<file path="src/rtl/seg_scan_ctrl.sv">
// Scans a double-buffered digit store onto a seven-segment decoder with guarded, active-low digit enables.
// num is registered on GUARD entry; dig_n is gated by en so the display goes dark in the same cycle en falls.
module seg_scan_ctrl #(
  parameter int DIGITS    = 4,
  parameter int ADDR_W    = 2,
  parameter int ON_CYCLES = 1000,
  parameter int GUARD     = 2
) (
  input  logic              clk,
  input  logic              rst_n,
  input  logic              en,
  input  logic              blank_lz,
  input  logic              wr_en,
  input  logic [ADDR_W-1:0] wr_addr,
  input  logic [3:0]        wr_data,
  input  logic              commit,
  output logic              pending,
  output logic [3:0]        num,
  output logic [DIGITS-1:0] dig_n,
  output logic              frame_done
);

  localparam int IDX_W = $clog2(DIGITS);
  localparam int MAXC  = (ON_CYCLES > GUARD) ? ON_CYCLES : GUARD;
  localparam int CNT_W = $clog2(MAXC);

  localparam logic [1:0] S_IDLE  = 2'd0;
  localparam logic [1:0] S_GUARD = 2'd1;
  localparam logic [1:0] S_ON    = 2'd2;

  logic [1:0]        state;
  logic [IDX_W-1:0]  idx;
  logic [CNT_W-1:0]  cnt;
  logic [3:0]        shadow [DIGITS];
  logic [3:0]        active [DIGITS];

  logic              guard_last;
  logic              on_last;
  logic              boundary;
  logic              do_copy;
  logic [IDX_W-1:0]  idx_nxt;
  logic [IDX_W-1:0]  load_slot;
  logic [3:0]        load_val;
  logic [DIGITS-1:0] sup;
  logic              lz_run;

  assign guard_last = (cnt == CNT_W'(GUARD - 1));
  assign on_last    = (cnt == CNT_W'(ON_CYCLES - 1));
  assign boundary   = en && (state == S_ON) && on_last && (idx == IDX_W'(DIGITS - 1));
  assign do_copy    = ((state == S_IDLE) && pending) || (boundary && (pending || commit));
  assign idx_nxt    = (idx == IDX_W'(DIGITS - 1)) ? '0 : idx + 1'b1;
  assign load_slot  = (state == S_ON) ? idx_nxt : '0;
  // A copy on this edge means the next slot must show the freshly copied shadow value.
  assign load_val   = do_copy ? shadow[load_slot] : active[load_slot];

  always_comb begin
    sup    = '0;
    lz_run = 1'b1;
    for (int i = DIGITS - 1; i > 0; i--) begin
      lz_run = lz_run && (active[i] == 4'd0);
      sup[i] = blank_lz && lz_run;
    end
  end

  always_comb begin
    dig_n = '1;
    if (en && (state == S_ON) && !sup[idx]) begin
      dig_n[idx] = 1'b0;
    end
  end

  always_ff @(posedge clk) begin
    if (!rst_n) begin
      state      <= S_IDLE;
      idx        <= '0;
      cnt        <= '0;
      num        <= 4'd0;
      pending    <= 1'b0;
      frame_done <= 1'b0;
      for (int i = 0; i < DIGITS; i++) begin
        shadow[i] <= 4'd0;
        active[i] <= 4'd0;
      end
    end else begin
      frame_done <= boundary;

      if (wr_en && (int'(wr_addr) < DIGITS)) begin
        shadow[IDX_W'(wr_addr)] <= wr_data;
      end

      if (do_copy) begin
        for (int i = 0; i < DIGITS; i++) begin
          active[i] <= shadow[i];
        end
        pending <= 1'b0;
      end else if (commit) begin
        pending <= 1'b1;
      end

      if (!en) begin
        state <= S_IDLE;
        idx   <= '0;
        cnt   <= '0;
      end else begin
        case (state)
          S_IDLE: begin
            state <= S_GUARD;
            idx   <= '0;
            cnt   <= '0;
            num   <= load_val;
          end
          S_GUARD: begin
            if (guard_last) begin
              state <= S_ON;
              cnt   <= '0;
            end else begin
              cnt <= cnt + 1'b1;
            end
          end
          S_ON: begin
            if (on_last) begin
              state <= S_GUARD;
              cnt   <= '0;
              idx   <= idx_nxt;
              num   <= load_val;
            end else begin
              cnt <= cnt + 1'b1;
            end
          end
          default: begin
            state <= S_IDLE;
            idx   <= '0;
            cnt   <= '0;
          end
        endcase
      end
    end
  end

endmodule
</file>
<file path="config.mk">
export PLATFORM = sky130hd
export DESIGN_NAME = seg_scan_ctrl
export DESIGN_NICKNAME = d
export VERILOG_FILES = /design/src/rtl/seg_scan_ctrl.sv
export SDC_FILE = /design/constraint.sdc
export NUM_CORES = 1
export LEC_CHECK = 0
export CAP_MARGIN = 20
export CORE_MARGIN = 4
export CORE_UTILIZATION = 55
export CTS_BUF_LIST = sky130_fd_sc_hd__clkbuf_2
export DETAILED_ROUTE_END_ITERATION = 8
export PLACE_DENSITY = 0.82
export SLEW_MARGIN = 30
export SYNTH_ARGS = -nofsm -noshare
export SYNTH_HDL_FRONTEND = slang
export SYNTH_SLANG_ARGS = --single-unit
</file>
<file path="constraint.sdc">
create_clock -name clk -period 3.3 [get_ports clk]
set_input_delay 0.33 -clock clk [delete_from_list [all_inputs] [get_ports clk]]
set_output_delay 0.33 -clock clk [all_outputs]
set_load 0.01 [all_outputs]
</file>
## Yosys cells after proc, flatten, opt, wreduce, memory -nomap -nowiden

Memories as Yosys holds them, arrays and structs flattened.
Index checks and enable logic that the tools add are counted.

| operators by class | value |
|---|---|
| $add $sub $neg | 2 |
| magnitude comparators | 2 |
| equality and inequality tests | 7 |
| multiplexer cells | 32 |
| bitwise logic cells | 7 |
| reduce and logical (&&, ||, !) cells | 26 |

Operator list:

| kind | number |
|---|---|
| $mux W4 | 8 |
| $mux W10 | 2 |
| $pmux W10 S2 | 1 |
| $logic_and A1 B1 Y1 | 12 |
| $logic_not A4 Y1 | 3 |
| $mux W2 | 6 |
| $add A10 B1 Y10 const B | 1 |
| $eq A10 B1 Y1 const B | 1 |
| $eq A10 B10 Y1 const B | 1 |
| $mux W1 | 10 |
| $pmux W4 S2 | 1 |
| $pmux W2 S3 | 1 |
| $reduce_and A2 Y1 | 3 |
| $eq A2 B2 Y1 const B | 2 |
| $ne A2 B2 Y1 const B | 2 |
| $not A4 Y4 | 1 |
| $or A1 B1 Y1 | 4 |
| $pmux W2 S2 | 1 |
| $reduce_or A4 Y1 | 1 |
| $lt A2 B3 Y1 const B | 1 |
| $reduce_and A3 Y1 | 1 |
| $add A2 B1 Y2 const B | 1 |
| $bmux W1 S2 | 1 |
| $demux W1 S2 | 1 |
| other kinds (8) | 10 |

| storage, ports and cells | value |
|---|---|
| bits in registers | 20 |
| RAM bits | 32 |
| bits of input ports | 12 |
| memories kept | 2 |

Memories:

| name | words | bits a word | read ports | clocked after Yosys merged registers in | write ports | line | RTL |
|---|---|---|---|---|---|---|---|
| active | 4 | 4 | 4 | 0 | 4 | 35 | `logic [3:0] active [DIGITS];` |
| shadow | 4 | 4 | 5 | 0 | 4 | 34 | `logic [3:0] shadow [DIGITS];` |

## Longest topological paths before layout

Gate-level depths: netlist of the first run.

| logic depth | value |
|---|---|
| depth after elaboration | 10 |
| gate-level depth with buffers | 7 |

## Least setup slack after synthesis of the first run

Ideal clock, no wire load.

| path | value |
|---|---|
| path kind | reg2reg |
| start | register idx[0] |
| end | memory active[0][0] (enable) |
| data arrival time | 1,835 ps |
| required time | 2,928 ps |
| slack | 1,093 ps |
| cell stages (with the launch flop) | 6 |
| path buffers | 0 |
| clock period less this slack | 2,207 ps |
| cells stage by stage | dfxtp_1 -> ha_1 -> nand3_1 -> o41ai_2 -> o21ai_0 -> nand2_1 |

RTL lines:

| what | line | RTL |
|---|---|---|
| start, declared | 32 | `logic [IDX_W-1:0] idx;` |
| start signal, assigned | 124 | `idx <= idx_nxt;` |
| end, declared | 35 |  |

==> results by group, run 1 <==
Outcome
  – Status: finished, final reports clean

Die
  – Core Region: about 0.0045 mm2
  – Rows: 24
  – Die area: ~0.006 mm2
  – Die extent in x: 77.32 um
  – Ports: 22
  – Die extent in y: 77.32 um
  – Initial Utilization: 0.5867

Power
  – Worst IR drop on VDD: 0.2598 mV
  – Total Power: 1.102 mW
  – Lkg Pwr: 1.001 nW
  – Pwr dens: 373.5 mW/mm2

STA
  – RSZ-0062 raised after global routing: no
  – Tmin final: 2728 ps
  – Fin. max-slew vios: 0
  – Setup_tns: 0 ps
  – Slew headroom: 0.4553
  – Final hold viol count: 0
  – Clk_skew: 9.259 ps
  – Worst-Margin Slew: 809.5 ps
  – Period utilisation layout: 0.8265
  – FMAX: around 370 MHz
  – Count of final setup violators: 0
  – Final worst slack: 572.5 ps

Detailed routing
  – DR iter-0 viols: 110
  – Via count: 1830
  – Drt wl/cell: approximately 15 um
  – Routed Antenna Nets: 0
  – DRC: 0
  – DRT Wirelength: between 4000 and 5000 um
  – Drt first pass iters: 4
  – DR vias/cell: 6.000

Setup path
  – Crit path buffers/inverters: 1
  – Reg2reg end: active[2][0]$_SDFFCE_PN0P_
  – Max Fanout on Critical Path: 16
  – Critical Path AT: 2820 ps
  – Cell count of the worst reg-to-reg path: 6
  – Setup crit end kind: flip-flop
  – Worst flop-to-flop path startpoint: state[0]$_SDFFE_PN0P_
  – Setup crit start kind: flip-flop
  – Worst path max stage delay: 520 ps
  – Crit path cell chain: inv_1 > ha_1 > nand3_1 > o41ai_2 > o21ai_0 > nand2_1
  – Max stage delay cell, worst path: o41ai_2
  – Kind of cell adding the most delay to the critical path: simple AND/OR/NAND/NOR gates
  – Critical path type: reg2reg
  – Crit path required time: 3390 ps
  – FF-to-FF setup slack: 570 ps

Clock tree
  – Post-CTS Hold Fix Bufs: 0
  – TritonCTS clock tree: yes
  – CTS root buffer: clkbuf_2
  – Clk sinks: between 50 and 60
  – Worst skew pair latency: 410 ps
  – Resized cells post-CTS: 0
  – Clock transition at path regs: 240 ps
  – Max clock buf depth: 2
  – Post-CTS Setup Bufs: 0
  – CTS Buf Count: 5
  – Max H-tree Level: 2

Yosys
  – Cell Area, Synth: 0.002643 mm2
  – Syn Area/Cell: 11.64 um2
  – Seq cells post-synth: 52
  – Cells after synthesis: between 200 and 250
  – Net Count, Synth: 249
  – Register area share after synthesis: 0.5152
  – Yosys warning count: 0
  – Synth cell types: 43
  – Top cell type's share of synthesized area: 0.3636
  – Area leader, netlist: edfxtp_1
  – Area contributors post-synth: edfxtp_1 36%, dfxtp_1 15%, mux4_2 6.8%, and2_1 6.6%, ha_1 4.7%

Place
  – GP Congestion: 0.9007
  – Worst slack, placed: 495.5 ps
  – Dpl hpwl: between 3000 and 4000 um
  – # port buffers: 21

Hold path
  – HP Start: cnt[0]$_SDFF_PN0_
  – Hold EP: cnt[0]$_SDFF_PN0_
  – Hold path depth: 1
  – Worst hold path class: reg2reg

Finish
  – Ratio of cells with drive above 1 in the final layout: 0.09881
  – Commonest non-fill, non-tap cell in the layout: edfxtp_1
  – Synth-to-layout area growth: 11.70%
  – Multi-input gate area: between 0.001 and 0.0015 mm2
  – Most frequent cells in the layout: 32 x edfxtp_1, 28 x and2_1, 21 x clkdlybuf4s50_1, 20 x dfxtp_1, 16 x nor2_1
  – Nets: roughly 270
  – Final core occ: 0.6553
  – FILL cells: roughly 350
  – Diode count: 0
  – Sequential cell area: 0.001361 mm2

Global route
  – GR Overflow Total: 0
  – Vias in the first global route: around 1700
  – Largest net degree at the start of global routing: 17
  – First-pass GRT wire length: about 8000 um
  – Total Routing Usage GR: 0.1690
  – Antenna violations before repair: 0

Flow run
  – Max cap viols: 0
report_power, final:
| group | leakage [nW] | internal [mW] | switching (mW) |
|---|---|---|---|
| logic | 0.480 | 0.0537 | 0.0542 |
| registers | 0.488 | 0.729 | 0.0189 |
| clock network | 0.0332 | 0.0606 | 0.186 |
| total | 1.00 | 0.843 | 0.259 |
worst max-delay path by stage:
stage	slack (ps)	end	startpoint	cells past startpoint
2_1_floorplan	1090	active[0][0]$_SDFFCE_PN0P_	idx[0]$_SDFFE_PN0P_	5
3_3_place_gp	590	active[2][1]$_SDFFCE_PN0P_	en	5
3_5_place_dp	500	active[2][1]$_SDFFCE_PN0P_	en	5
4_1_cts	580	active[0][0]$_SDFFCE_PN0P_	state[0]$_SDFFE_PN0P_	6
5_1_grt	210	active[0][0]$_SDFFCE_PN0P_	state[0]$_SDFFE_PN0P_	6
6_report	570	active[2][0]$_SDFFCE_PN0P_	state[0]$_SDFFE_PN0P_	6
metal layers:
metal	routed length [um]	global-route usage	vias to the layer above
met5	0	0	-
li1	-	-	908
met2	2301	0.2660	63
met4	142	0.08363	0
met3	236	0.03044	11
met1	2041	0.2256	848
cell usage after synthesis (all sizes together):
| master | instances |
|---|---|
| a211oi | 1 |
| a21o | 1 |
| a21oi | 4 |
| a311oi | 4 |
| a31oi | 1 |
| and2 | 28 |
| and3 | 4 |
| buf | 3 |
| clkbuf | 1 |
| dfxtp | 20 |
| edfxtp | 32 |
| ha | 10 |
| inv | 10 |
| mux4 | 8 |
| nand2 | 12 |
| nand2b | 4 |
| nand3 | 6 |
| nand4 | 6 |
| nand4b | 1 |
| nand4bb | 2 |
| nor2 | 16 |
| nor2b | 1 |
| nor3 | 10 |
| nor3b | 4 |
| nor4 | 6 |
| nor4b | 1 |
| o2111ai | 5 |
| o211ai | 4 |
| o21ai | 6 |
| o31a | 1 |
| o41ai | 1 |
| or2 | 1 |
| or3b | 1 |
| or4 | 3 |
| or4bb | 1 |
| xnor2 | 6 |
| xor2 | 2 |
layout make-up:
cell class | count | share of cell area
multi-input combinational | 161 | 0.4154
clock inverter | 1 | 0.002967
tap | 52 | 0.02204
timing repair buffer | 22 | 0.07376
sequential | 52 | 0.4612
clock buffer | 7 | 0.01187
inverter | 10 | 0.01272
kinds of logic after synthesis:
family | Yosys count | synth area share
AOI/OAI and AO/OA | 28 | 0.08428
xor gates and xnor gates | 8 | 0.02652
adders and majority gates | 10 | 0.04735
buffers and inverters | 14 | 0.02083
DFF | 52 | 0.5151
muxes | 8 | 0.06818
and+or+nand+nor | 107 | 0.2377
metrics by stage:
step	std cells	area (um2)	hold slack, ps
5_1_grt	305	2952	549.4
2_1_floorplan	227	2643	444.6
3_5_place_dp	297	2908	475.6
4_1_cts	305	2952	525.6
6_report	305	2952	522.4
3_3_place_gp	297	2908	461.4
state kept, by name (all words and copies together) (netlist names):
register / cells
cnt: 10
num: 4
pending: 1
state: 2
idx: 2
frame_done: 1
shadow: 16
active: 16
Power figures use the tool's default switching activity.
==> run 2, diff against run 1 <==
--- a/config.mk
+++ b/config.mk
@@ -7,10 +7,10 @@
 export LEC_CHECK = 0
 export CAP_MARGIN = 20
 export CORE_MARGIN = 4
-export CORE_UTILIZATION = 55
+export CORE_UTILIZATION = 54
 export CTS_BUF_LIST = sky130_fd_sc_hd__clkbuf_2
 export DETAILED_ROUTE_END_ITERATION = 8
-export PLACE_DENSITY = 0.82
+export PLACE_DENSITY = 0.84
 export SLEW_MARGIN = 30
 export SYNTH_ARGS = -nofsm -noshare
 export SYNTH_HDL_FRONTEND = slang
==> constraint.sdc (replaced) <==
create_clock -name clk -period 2.5 [get_ports clk]
set_input_delay 0.25 -clock clk [delete_from_list [all_inputs] [get_ports clk]]
set_output_delay 0.25 -clock clk [all_outputs]
set_load 0.01 [all_outputs]
==> results by group, run 2 (synthesized netlist as in run 1, its figures left out) <==
Detailed routing
  – DR iter-0 viols: 133
  – DRC: 0
  – Max Used Layer: met4
  – Met3 WL post-DR: slightly above 200 um
  – Drt wl/cell: approximately 15 um
  – Drt first pass iters: 4
  – DRT Wirelength: 4819 um
  – Via count: 1828
  – Wire length on met1: roughly 2200 um
  – Routed Antenna Nets: 0
  – DR vias/cell: ~5.5
  – Routed wl met2: 2309 um

Global route
  – Vias in the first global route: approximately 1800
  – Largest net degree at the start of global routing: 17
  – Antenna violations before repair: 0
  – GR Overflow Total: 0
  – Total Routing Usage GR: 0.1711
  – First-pass GRT wire length: 8142 um

Setup path
  – Max stage delay cell, worst path: edfxtp_1
  – Max Fanout on Critical Path: 3
  – Setup crit end kind: output port
  – Kind of cell adding the most delay to the critical path: simple AND/OR/NAND/NOR gates
  – Crit path required time: 2250 ps
  – Critical path type: reg2out
  – Setup crit start kind: flip-flop
  – Critical Path AT: between 2000 and 2500 ps
  – Worst path depth: 6
  – Crit path buffers/inverters: 2
  – Worst path max stage delay: ~450 ps
  – Cell count of the worst reg-to-reg path: 5
  – Crit path cell chain: nor4_1 > nand3_1 > a21o_1 > buf_4 > nand4_1 > dlygate4sd2_1

Clock tree
  – TritonCTS clock tree: yes
  – Clock transition at path regs: approximately 260 ps
  – CTS root buffer: clkbuf_2
  – Max clock buf depth: 2
  – CTS Buf Count: 5
  – Clk sinks: 52
  – Worst skew pair latency: 430 ps
  – Max H-tree Level: 2

STA
  – Slew headroom: 0.6759
  – Final hold viol count: 0
  – RSZ-0062 raised after global routing: no
  – Count of final setup violators: 0
  – Period utilisation layout: 0.9379
  – Fin. max-slew vios: 0
  – Tmin final: 2345 ps
  – FMAX: 426.5 MHz
  – Setup_tns: 0 ps
  – Worst-Margin Slew: slightly below 500 ps
  – Clk_skew: 26.60 ps

Finish
  – Synth-to-layout area growth: 17.14%
  – Ratio of cells with drive above 1 in the final layout: 0.1407
  – Commonest non-fill, non-tap cell in the layout: edfxtp_1
  – Registers with the most flip-flops: active: 16 flops, shadow: 16 flops, cnt: 10 flops
  – Finished Cell Area: 0.003095 mm2
  – Nets: 284
  – Most frequent cells in the layout: 32 x edfxtp_1, 28 x and2_1, 20 x dfxtp_1, 17 x clkdlybuf4s50_1, 16 x nor2_1
  – Diode count: 0

Place
  – GP Congestion: 0.8479
  – Placed inst area: 0.002994 mm2
  – # port buffers: 21
  – Dpl hpwl: 3653 um

Die
  – Die extent in y: 77.96 um
  – Initial Utilization: 0.5595
  – Core Region: 0.004723 mm2
  – Die area: between 0.006 and 0.007 mm2
  – Ports: 22
  – Rows: 25
  – Die extent in x: 77.96 um

Power
  – Pwr dens: about 510 mW/mm2
  – Lkg Pwr: 1.059 nW
  – Worst IR drop on VDD: between 0.2 and 0.25 mV

Flow run
  – Max cap viols: 0

Hold path
  – Hold path depth: 1
  – Worst hold path class: reg2reg

Outcome
  – Status: finished, final reports clean
[run 2: cell types whose count changed in the layout (fill, tap and decap cells not counted)]
cell / delta
buf_4: +10
clkinv_4: -1
dlygate4sd2_1: +3
bufinv_16: +1
nor4_4: +2
dlymetal6s2s_1: +1
clkdlybuf4s50_1: -4
nor4_1: -2
[run 2: power breakdown]
part	internal [mW]	switching, mW
logic	0.0790	0.0710
registers	0.962	0.0308
clock network	0.178	0.250
[run 2: layer usage]
| layer | vias up | GRT usage |
|---|---|---|
| met3 | 12 | 0.04060 |
| li1 | 926 | - |
| met4 | 0 | 0.07867 |
| met1 | 850 | 0.2114 |
| met2 | 40 | 0.2834 |
| met5 | - | 0 |
[run 2: layout make-up]
| type | count | area [um2] |
|---|---|---|
| clock buffers | 7 | 35.03 |
| clock inverters | 1 | 30.03 |
| fillers | 370 | 1628 |
| inverters | 10 | 37.54 |
| multi-input cells | 161 | 1256 |
| flip-flops and latches | 52 | 1361 |
| well taps | 67 | 83.83 |
| repair buffers | 32 | 291.5 |
[run 2: path summary, 6_finish.rpt]
path / endpoint / from / slack (ps)
max: dig_n[0] / active[1][1]$_SDFFCE_PN0P_ / 160
max reg2reg: active[3][3]$_SDFFCE_PN0P_ / idx[0]$_SDFFE_PN0P_ / 310
min: cnt[0]$_SDFF_PN0_ / cnt[0]$_SDFF_PN0_ / 510
min reg2reg: cnt[0]$_SDFF_PN0_ / cnt[0]$_SDFF_PN0_ / 510
[run 2: through the flow]
stage	hold WS (ps)	setup WS, ps	utilization	cells	power (mW)
floorplan	438.9	293.3	-	227	1.082
global placement	460.6	379.4	0.6339	321	1.147
detailed placement	470.1	335.9	0.6339	321	1.152
CTS	512.5	23.05	0.6514	329	1.577
global route	487.4	13.36	0.6554	330	1.635
finish	507.7	155.2	0.6554	330	1.570
[run 2: repair_timing]
item | in CTS | in global routing
resized for setup | 6 | 2
endpoints found under the setup margin | 4 | 1
hold buffers | 0 | 0
buffers inserted | 0 | 1
pin swaps | 1 | 2
==> run 3, diff against run 2 <==
--- a/config.mk
+++ b/config.mk
@@ -5,12 +5,15 @@
 export SDC_FILE = /design/constraint.sdc
 export NUM_CORES = 1
 export LEC_CHECK = 0
+export ABC_AREA = 1
 export CAP_MARGIN = 20
 export CORE_MARGIN = 4
 export CORE_UTILIZATION = 54
 export CTS_BUF_LIST = sky130_fd_sc_hd__clkbuf_2
 export DETAILED_ROUTE_END_ITERATION = 8
 export PLACE_DENSITY = 0.84
+export REMOVE_ABC_BUFFERS = 1
+export SKIP_CTS_REPAIR_TIMING = 1
 export SLEW_MARGIN = 30
 export SYNTH_ARGS = -nofsm -noshare
 export SYNTH_HDL_FRONTEND = slang
==> results by group, run 3 <==
Setup path
  – Setup crit start kind: flip-flop
  – Critical path type: reg2out
  – Max Fanout on Critical Path: 3
  – Critical Path AT: 2060 ps
  – Crit path cell chain: o41ai_2 > nand3_2 > nand3_1 > clkdlybuf4s50_1
  – Crit path buffers/inverters: 1
  – Worst path max stage delay: 530 ps
  – Max stage delay cell, worst path: clkdlybuf4s50_1
  – Kind of cell adding the most delay to the critical path: buffers and inverters
  – Crit path required time: 2250 ps
  – Setup crit end kind: output port

Flow run
  – Max cap viols: 0

Yosys
  – Post-synth EDFFs: 32
  – Seq cells post-synth: 52
  – Top cells by count, synth: 62 x nand2_1, 49 x nand3_1, 46 x inv_1
  – Synth cell types: 33
  – Top cell type's share of synthesized area: 0.3488
  – Register area share after synthesis: 0.4941
  – Area contributors post-synth: edfxtp_1 35%, dfxtp_1 15%, nand3_1 8.9%, nand2_1 8.4%, inv_1 6.3%
  – Async SR Flop Fraction: 0
  – Area leader, netlist: edfxtp_1
  – Yosys warning count: 0
  – Syn Area/Cell: 8.530 um2
  – Top FF cell, synth: edfxtp_1
  – Top-count cell post-synth: nand2_1
  – Cell Area, Synth: 0.002755 mm2
  – Cells after synthesis: 323

Hold path
  – Worst hold path class: reg2reg

Die
  – Die extent in y: 79.43 um
  – Initial Utilization: 0.5719
  – Rows: 25
  – Core Region: 0.004817 mm2
  – Ports: 22
  – Die extent in x: 79.43 um
  – Die area: 0.006309 mm2

Global route
  – GR Overflow Total: 0
  – Largest net degree at the start of global routing: 18
  – Vias in the first global route: 1917
  – Total Routing Usage GR: 0.1739
  – Antenna violations before repair: 0
  – First-pass GRT wire length: 8562 um

Detailed routing
  – DR vias/cell: between 5 and 6
  – Drt wl/cell: 12.16 um
  – Max Used Layer: met4
  – Wire length on met1: approximately 2300 um
  – Via count: 2097
  – DRT Wirelength: between 5000 and 6000 um
  – DRC: 0
  – Routed wl met2: 2402 um
  – Routed Antenna Nets: 0
  – Drt first pass iters: 4
  – Met3 WL post-DR: roughly 250 um
  – DR iter-0 viols: approximately 140

Finish
  – Multi-input gate area: between 0.001 and 0.0015 mm2
  – Diode count: 0
  – Final std cells w/o fill: 417
  – Most frequent cells in the layout: 62 x nand2_1, 48 x nand3_1, 46 x inv_1, 43 x nor2_1, 32 x edfxtp_1
  – FILL cells: 406
  – Nets: 371
  – Registers with the most flip-flops: active: 16 flops, shadow: 16 flops, cnt: 10 flops
  – Synth-to-layout area growth: 13.67%
  – Sequential cell area: between 0.001 and 0.0015 mm2
  – Commonest non-fill, non-tap cell in the layout: nand2_1
  – Ratio of cells with drive above 1 in the final layout: 0.1314

Clock tree
  – CTS Buf Count: 5
  – CTS root buffer: clkbuf_2
  – Max H-tree Level: 2
  – Clk sinks: 52
  – Clock transition at path regs: about 250 ps
  – Worst skew pair latency: about 440 ps
  – Max clock buf depth: 2
  – TritonCTS clock tree: yes

STA
  – Fin. max-slew vios: 0
  – RSZ-0062 raised after global routing: no
  – Period utilisation layout: 0.9231
  – Slew headroom: 0.7957
  – Setup_tns: 0 ps
  – Final hold viol count: 0
  – Final worst slack: 192.2 ps
  – Tmin final: 2308 ps
  – Count of final setup violators: 0
  – Worst-Margin Slew: 303.6 ps
  – FMAX: around 430 MHz
  – Clk_skew: 14.72 ps

Place
  – Dpl hpwl: 3862 um
  – GP Congestion: 0.8437
  – Post-Place Cells: 408
  – # port buffers: 21
  – Worst slack, placed: around 450 ps

Power
  – Pwr dens: 519.3 mW/mm2
  – Worst IR drop on VDD: 0.3415 mV
  – Lkg Pwr: 1.299 nW

Outcome
  – Status: finished, final reports clean
[run 3: cell types whose count changed after synthesis, moves of 5 or more]
cell     change
and2_1      -28
inv_1       +36
nand2_1     +50
nor2_2      +13
o21ai_0      -5
mux4_2       -8
nor2_1      +27
nor3_1       -8
nand3_1     +43
[run 3: cells by family after synthesis]
group / share of synthesized area
flip-flops: 0.4941
AO/OA/AOI/OAI: 0.03088
XOR/XNOR: 0.02543
buffers and inverters: 0.08492
adder cells (fa/ha/maj): 0.04541
AND/OR/NAND/NOR: 0.3193
[run 3: path summary, 6_finish.rpt]
kind              slack (ps)                  end  cells after the start                        from
setup / recovery         190             dig_n[2]                      4  active[2][1]$_SDFFCE_PN0P_
hold / removal           490  num[3]$_SDFFE_PN0P_                      2         num[3]$_SDFFE_PN0P_
setup reg to reg         520  num[0]$_SDFFE_PN0P_                     11       state[0]$_SDFFE_PN0P_
hold reg to reg          490  num[3]$_SDFFE_PN0P_                      2         num[3]$_SDFFE_PN0P_
[run 3: routing by layer]
metal  GRT usage  vias up
li1            -     1086
met1      0.2202      935
met2      0.2788       64
met3     0.03499       12
met4     0.09278        0
met5           0        -
[run 3: cell type report]
type / count / share of cell area
Sequential cell: 52 / 0.4351
Multi-Input combinational cell: 215 / 0.3767
Timing Repair Buffer: 26 / 0.08070
Inverter: 49 / 0.05913
Tap cell: 67 / 0.02677
Clock inverter: 3 / 0.01358
Clock buffer: 5 / 0.007990
[run 3: worst register-to-register path: cells and delay by family (launching register included)]
family,cells,cell delay [ps]
flip-flops,1,400
buffers and inverters,3,560
AND/OR/NAND/NOR,6,600
adder cells (fa/ha/maj),1,260
AO/OA/AOI/OAI,1,120
[run 3: power by group]
group | total, mW | switching [mW] | internal, mW
sequential | 0.986 | 0.0232 | 0.963
clock | 0.431 | 0.265 | 0.167
combinational | 0.209 | 0.127 | 0.0818
[run 3: metrics by stage]
stage               area (um2)  utilization  hold slack [ps]  total power [mW]
floorplan                 2706            -            375.8             1.132
global placement          3030       0.6291            448.6             1.203
detailed placement        3030       0.6291            457.4             1.210
CTS                       3098       0.6431            494.9             1.635
global route              3132       0.6501            496.0             1.695
finish                    3132       0.6501            492.5             1.626
